### src/rtl/mult_share_arbiter.sv
// Round-robin sharing of one pipelined multiplier among N_REQ requesters. A tag
// pipeline follows each operation and steers its product to the requester's response register.
module mult_share_arbiter #(
    parameter int WIDTH = 16,
    parameter int N_REQ = 4,
    parameter int LAT   = 2
) (
    input  logic                       clk,
    input  logic                       rst,
    input  logic [N_REQ-1:0]           req_valid,
    output logic [N_REQ-1:0]           req_ready,
    input  logic [N_REQ*WIDTH-1:0]     req_a,
    input  logic [N_REQ*WIDTH-1:0]     req_b,
    output logic [N_REQ-1:0]           resp_valid,
    input  logic [N_REQ-1:0]           resp_ready,
    output logic [N_REQ*2*WIDTH-1:0]   resp_y,
    output logic [WIDTH-1:0]           mul_a,
    output logic [WIDTH-1:0]           mul_b,
    input  logic [2*WIDTH-1:0]         mul_y,
    output logic                       idle
);
    localparam int IW = $clog2(N_REQ);

    logic [IW-1:0]    ptr;
    logic [LAT-1:0]   tag_valid;
    logic [IW-1:0]    tag_idx [LAT];
    logic [N_REQ-1:0] in_flight;
    logic [N_REQ-1:0] busy;
    logic             grant;
    logic [IW-1:0]    grant_idx;

    always_comb begin
        // NOTE: every combinational output gets a default first so no path infers a latch.
        in_flight = '0;
        for (int s = 0; s < LAT; s++) begin
            if (tag_valid[s]) in_flight[tag_idx[s]] = 1'b1;
        end
    end

    assign busy = in_flight | resp_valid;
    assign idle = ~(|tag_valid) && ~(|resp_valid);

    // Walk from the farthest candidate back to ptr so the nearest eligible one wins.
    always_comb begin
        int            cand;
        logic [IW-1:0] cidx;
        grant     = 1'b0;
        grant_idx = '0;
        cand      = 0;
        cidx      = '0;
        for (int k = N_REQ - 1; k >= 0; k--) begin
            cand = int'(ptr) + k;
            if (cand >= N_REQ) cand = cand - N_REQ;
            cidx = IW'(cand);
            if (req_valid[cidx] && !busy[cidx]) begin
                grant     = 1'b1;
                grant_idx = cidx;
            end
        end
        if (rst) grant = 1'b0;
    end

    always_comb begin
        req_ready = '0;
        mul_a     = '0;
        mul_b     = '0;
        if (grant) begin
            req_ready[grant_idx] = 1'b1;
            mul_a = req_a[grant_idx*WIDTH +: WIDTH];
            mul_b = req_b[grant_idx*WIDTH +: WIDTH];
        end
    end

    // NOTE: sequential state uses non-blocking assignments so every register samples pre-edge values.
    always_ff @(posedge clk) begin
        if (rst) begin
            ptr        <= '0;
            tag_valid  <= '0;
            resp_valid <= '0;
            resp_y     <= '0;
        end else begin
            if (grant) ptr <= (grant_idx == IW'(N_REQ - 1)) ? '0 : grant_idx + 1'b1;
            tag_valid[0] <= grant;
            for (int s = 1; s < LAT; s++) tag_valid[s] <= tag_valid[s-1];
            for (int i = 0; i < N_REQ; i++) begin
                if (resp_valid[i] && resp_ready[i]) resp_valid[i] <= 1'b0;
            end
            // busy blocks regrant, so a capture never collides with a release of the same index.
            if (tag_valid[LAT-1]) begin
                resp_valid[tag_idx[LAT-1]] <= 1'b1;
                resp_y[tag_idx[LAT-1]*2*WIDTH +: 2*WIDTH] <= mul_y;
            end
        end
    end

    // NOTE: the index payload is not reset; tag_valid alone qualifies it.
    always_ff @(posedge clk) begin
        tag_idx[0] <= grant_idx;
        for (int s = 1; s < LAT; s++) tag_idx[s] <= tag_idx[s-1];
    end
endmodule

### config.mk
export PLATFORM = sky130hd
export DESIGN_NAME = mult_share_arbiter
export DESIGN_NICKNAME = d
export VERILOG_FILES = /design/src/rtl/mult_share_arbiter.sv
export SDC_FILE = /design/constraint.sdc
export NUM_CORES = 1
export LEC_CHECK = 0
export ABC_AREA = 1
export CORE_AREA = 2 2 132 134
export DETAILED_ROUTE_END_ITERATION = 10
export DIE_AREA = 0 0 134 136
export GPL_ROUTABILITY_DRIVEN = 0
export PLACE_DENSITY = 0.84
export SLEW_MARGIN = 20
export SYNTH_ARGS = -nofsm -noshare
export SYNTH_HDL_FRONTEND = slang
export SYNTH_SLANG_ARGS = --single-unit
### constraint.sdc
create_clock -name clk -period 6.05 [get_ports clk]
set_clock_uncertainty 0.1 [all_clocks]
set_input_delay 1.21 -clock clk [delete_from_list [all_inputs] [get_ports clk]]
set_output_delay 1.21 -clock clk [all_outputs]
set_load 0.1 [all_outputs]
# Word-level counts from Yosys, hierarchy flattened
# Memory sizes are Yosys's and may differ from the RTL's.
# Index checks and enable logic that the tools add are counted.
dict set report totals {
  regBits 136
  ramBits 4
  inputBits 170
  output_inout_bits 169
  elab_cells 107
  n_memories 1
}
# name depth width rd rd_clocked_by_memory_dff write_ports line
set memory_table {}
lappend memory_table {tag_idx 2 2 2 0 2 26} ;# logic [IW-1:0] tag_idx [LAT];
dict set report op_classes {
  addsub 9
  order_cmp 14
  n_eq_ne 1
  n_shift 4
  muxes 51
  bitwise_logic 5
  n_reduce_logical 18
}
# cell count
set op_table {}
lappend op_table {{128-bit bitwise mux} 1}
lappend op_table {{32-bit by 34-bit variable shift with 128-bit output, first input constant} 1}
lappend op_table {{32-bit by 34-bit indexed part select with 128-bit output} 1}
lappend op_table {{64-bit by 7-bit indexed part select with 16-bit output} 2}
lappend op_table {{7-bit negation with 34-bit output} 1}
lappend op_table {{16-bit two-way mux} 2}
lappend op_table {{1-bit two-way mux} 24}
lappend op_table {{2-bit by 3-bit less-than comparator with 1-bit output, second input constant} 7}
lappend op_table {{2-bit two-way mux} 9}
lappend op_table {{1-bit binary-select mux with 2-bit select} 8}
lappend op_table {{4-bit two-way mux} 4}
lappend op_table {{1-bit logical AND} 12}
lappend op_table {{4-bit bitwise OR} 3}
lappend op_table {{3-bit greater-or-equal comparator, second input constant} 3}
lappend op_table {{2-bit by 1-bit subtractor with 2-bit output, second input constant} 4}
lappend op_table {{2-bit by 2-bit adder with 3-bit output, second input constant} 2}
lappend op_table {{1-bit demux with 2-bit select} 3}
lappend op_table {{2-bit by 1-bit greater-or-equal comparator with 1-bit output, second input constant} 3}
lappend op_table {{1-bit zero test} 4}
lappend op_table {{4-bit OR reduction} 1}
lappend op_table {{2-bit by 1-bit adder with 3-bit output, second input constant} 1}
lappend op_table {{2-bit by 3-bit greater-or-equal comparator with 1-bit output, second input constant} 1}
lappend op_table {{2-bit by 1-bit adder with 2-bit output, second input constant} 1}
lappend op_table {{2-bit == test, second input constant} 1}
lappend op_table {{other kinds (2)} 3}

# Longest topological paths before layout
dict set report depth {
  word_depth 21
  depth_mapped 17
  mapped_depth_nobuf 15
}

# Worst setup path after synthesis
# Ideal clock, no wire load.
dict set report synth_path {
  path_kind {input-to-output}
  startpoint {in req_valid[3]}
  endpoint {out req_ready[0]}
  t_arrival_ps 3703
  required_time_ps 4740
  slack_ps 1037
  stages 11
  n_path_buf 2
  cell_sequence {o21ai_0 nor2_1 nand2_1 and2_4 nand2_1 a21boi_2 buf_2 buf_2 ha_1 inv_1 nor2_1}
}
dict set report synth_between {
  elab_chain_len 12
  word_cells_on_any_way 27
  cone_classes {2 x order compare; 20 x mux; 5 x reduce/logical}
}
# element line
set synth_lines {}
lappend synth_lines {{start: declaration} 10} ;# input logic [N_REQ-1:0] req_valid,
lappend synth_lines {{1-bit binary-select mux with 2-bit select} 55} ;# if (req_valid[cidx] && !busy[cidx]) begin
lappend synth_lines {{1-bit two-way mux (implied by the code)} 55}
lappend synth_lines {{1-bit logical AND} 55}
lappend synth_lines {{2-bit two-way mux (4 in a row)} 55}
lappend synth_lines {{2-bit by 3-bit less-than comparator with 1-bit output (implied by the code) or 2-bit by 1-bit greater-or-equal comparator with 1-bit output (tied branches)} 68} ;# req_ready[grant_idx] = 1'b1;
lappend synth_lines {{1-bit logical AND (implied by the code)} 68}
lappend synth_lines {{1-bit two-way mux (implied by the code)} 68}
lappend synth_lines {{1-bit demux with 2-bit select} 68}
lappend synth_lines {{4-bit two-way mux (*)} 67} ;# if (grant) begin
lappend synth_lines {{end: declaration} 11} ;# output logic [N_REQ-1:0] req_ready,
# Every way passes the cells marked *; elsewhere a longest branch is shown, timed or not. The select of a mux whose other input is x is not followed.

==> results.md <==
- Initial DRC count: between 500 and 600
- Yosys top cell area share: 39.74%
- Worst endpoint data arrival time: 3.95 ns
- Mean Syn Cell Area: 6.487 sq um
- Final Cell Area: around 11,000 sq um
- Clock share of power: 14.1%
- Total CTS buffers: 17
- Logic gate share of total power: slightly above 70%
- Routed vias/inst: 5.223
- # fillers: 1,379
- CP peak stage delay: 0.40 ns
- Routed wl met2: 13,170 um
- Detail Route Antenna Nets: 0
- Dpl cell area: 10,860 sq um
- Final worst-path cycle share: 86.94%
- Clk buf depth: 2
- Non-Filler Instances: 1,614
- Crit path max-delay family: simple AND/OR/NAND/NOR gates
- M1 WL: 9058 um
- DRT Wirelength: about 25,000 um
- Inst Count DP: 1,581
- Sw Pwr: 4.220 mW
- Ys Warns: 0
- Resized cells post-CTS: 0
- Core area: ~17,000 sq um
- Critical path capture point type: output pin
- Cell Rows: 48
- Postcts setup bufs: 0
- I/O pin count: 339
- Pre-CTS setup slack: 0.9932 ns
- Clk_lat worst skew: 0.41 ns
- Hold buffers post-CTS: 0
- P&R area growth vs syn: 62.76%
- Commonest non-fill, non-tap cell in the layout: nand2_1
- Initial Util: 41.79%
- Top Metal Used: met4
- Hold Vio Cnt, Final: 0
- Worst slew pin tran: around 1.1 ns
- Critical path launch point type: register
- Final setup fails: 0
- Met3 WL post-DR: 2341 um
- Layout Utilization: 68.01%
- Worst vdd ir: 0.0007354 V
- Power share of the sequential group: 13.7%
- Multi-input logic area: around 3700 sq um
- Share of the yosys chip area belonging to registers: about two fifths
- Sw Share: between 50% and 60%
- Reg2Reg Depth: 15
- Worst reg2reg startpoint: tag_idx[0][2]$_DFF_P_
- Post-Syn Nets: 1,269
- Initial antenna violation count: 0
- Syn Inst Count: ~1,100
- First-pass GRT wire length: 39,240 um
- Power density over the cells: 651.3 nW/um^2
- Overall Global Routing Usage: between 20% and 30%
- Vias in the first global route: 7,684
- Final WS setup: just under 0.8 ns
- Commonest cells after routing, fill and taps aside: nand2_1, clkdlybuf4s50_1, nand3_1
- Minimum clock period: ~5.3 ns
- Setup tns final: 0 ns
- Crit Path Category: register to output pin
- Seq. cell area: 2803 sq um
- Hpwl dp: 18,160 um
- Reg clk slew, reported paths: 0.06 ns
- Vias: around 8,400
- Slew Limit Fails: 0
- DRC: 0
- Internal power: about 3.3 mW
- Distinct cell type count after synthesis: 28
- Die area: 18,220 sq um
- Wire length per cell: 15.70 um
- TritonCTS clock tree: yes
- Outcome: completed
- Critical path buffer and inverter count: 6
- Synth area leaders: dfxtp_1, nand2_1, nand3_1
- Slew headroom: 28.67%
- Detailed Routing Iterations Pass 1: 5
- # H-tree levels: 4
- # clock sinks: 140
- Pin count of the biggest net entering global routing: 103
- RSZ-0062 raised after global routing: no
- Max Fclk: ~0.19 GHz
- Proportion of layout cells with a drive suffix above 1: 7.199%
- Reg-to-reg endpoint: ptr[1]$_SDFFE_PP0P_
- Leak pwr: 4.625 nW
- Global route overflow: 0
- R2R Setup Slk: 2.62 ns
- Nets@finish: 1,558
- WP data required: approximately 4.7 ns
- Hold Path Sink: tag_idx[0][3]$_DFF_P_
- Max cap viols: 0
- Synth area leader: dfxtp_1
- Worst path cell trace: buf_4, inv_1, ha_2, buf_4, a21oi_1, nand3_1, nand2_1, nand2_1, nand2_1, inv_1, nand2_1, nand2_2, nand2_2, buf_12, nand2_1, nand3_1, nand2_1, nor2_1, buf_12
- Die W: about 130 um
- N_diodes: 0
- Clock Tree Root: clkbuf_16
- Syn Std Cell Area: 7052 sq um
- HP Start: tag_idx[0][1]$_DFF_P_
- Die Y: 136 um
- Slowest-stage cell, CP: nand2_2
- I/O Buffers: ~340
- Top cell by count, worst path: nand2_1
- Hold Crit Depth: 0
- Max FO, Critical Path: between 40 and 50
- Type of the most critical hold path: register to register
- Synth Register Bits: 140
cell type report:
class / instances / share of cell area (%)
Inverter: 60 / 1.962
Tap cell: 225 / 2.453
Multi-Input combinational cell: 803 / 31.97
Clock buffer: 17 / 3.707
Clock inverter: 15 / 1.559
Sequential cell: 140 / 24.42
Timing Repair Buffer: 354 / 33.93
Yosys cell counts, drive strengths merged:
cell type,instances
buf,42
nor3,4
nand2,370
nor2,97
a21boi,1
or2,1
nand4,32
inv,59
and2,1
or4,1
xor2,1
dfxtp,140
clkinv,1
clkbuf,42
ha,12
a211oi,2
nand3,144
a21oi,126
o21ai,1
a22oi,10
worst max-delay path by stage:
stage	depth (start not counted)	endpoint	slack (ns)	from
after detailed placement	17	mul_a[0]	0.99	req_valid[3]
after global routing	19	mul_a[0]	0.41	tag_idx[0][2]$_DFF_P_
after floorplan	11	req_ready[0]	1.04	req_valid[3]
after global placement	15	mul_b[1]	1.09	req_valid[3]
after CTS	19	mul_a[0]	0.77	tag_idx[0][2]$_DFF_P_
final	19	mul_a[0]	0.79	tag_idx[0][2]$_DFF_P_
routing by layer:
| metal | vias to the layer above | GRT usage [%] |
|---|---|---|
| li1 | 4104 | - |
| met1 | 3870 | 29.99 |
| met2 | 402 | 49.34 |
| met3 | 54 | 7.345 |
| met4 | 0 | 10.46 |
| met5 | - | 0 |
logic make-up after synthesis:
logic type               Yosys count  synth area share, %
XOR/XNOR                           1               0.1242
flip-flops                       140                39.74
AO/OA/AOI/OAI                    140                10.45
buffers and inverters            144                8.676
AND/OR/NAND/NOR                  650                38.88
adder cells (fa/ha/maj)           12                2.129
state kept, by name, summed over array words and instances (netlist names):
register / cells
resp_valid: 4
tag_idx: 4
resp_y: 128
ptr: 2
tag_valid: 2
metrics by stage:
stage	power, mW	hold WS, ns
after floorplan	4.782	0.2645
after global placement	6.402	0.2710
after detailed placement	6.439	0.2800
after CTS	7.504	0.2889
after global routing	7.889	0.3004
final	7.475	0.2875
power groups by stage:
| stage | combinational, mW | clock [mW] | sequential [mW] |
|---|---|---|---|
| global route | 5.74 | 1.11 | 1.04 |
| floorplan | 3.56 | 0 | 1.22 |
| detailed placement | 5.39 | 0 | 1.05 |
| global placement | 5.36 | 0 | 1.04 |
| finish | 5.39 | 1.06 | 1.03 |
| CTS | 5.41 | 1.07 | 1.03 |
No activity file was read; power rests on OpenSTA's default activity.
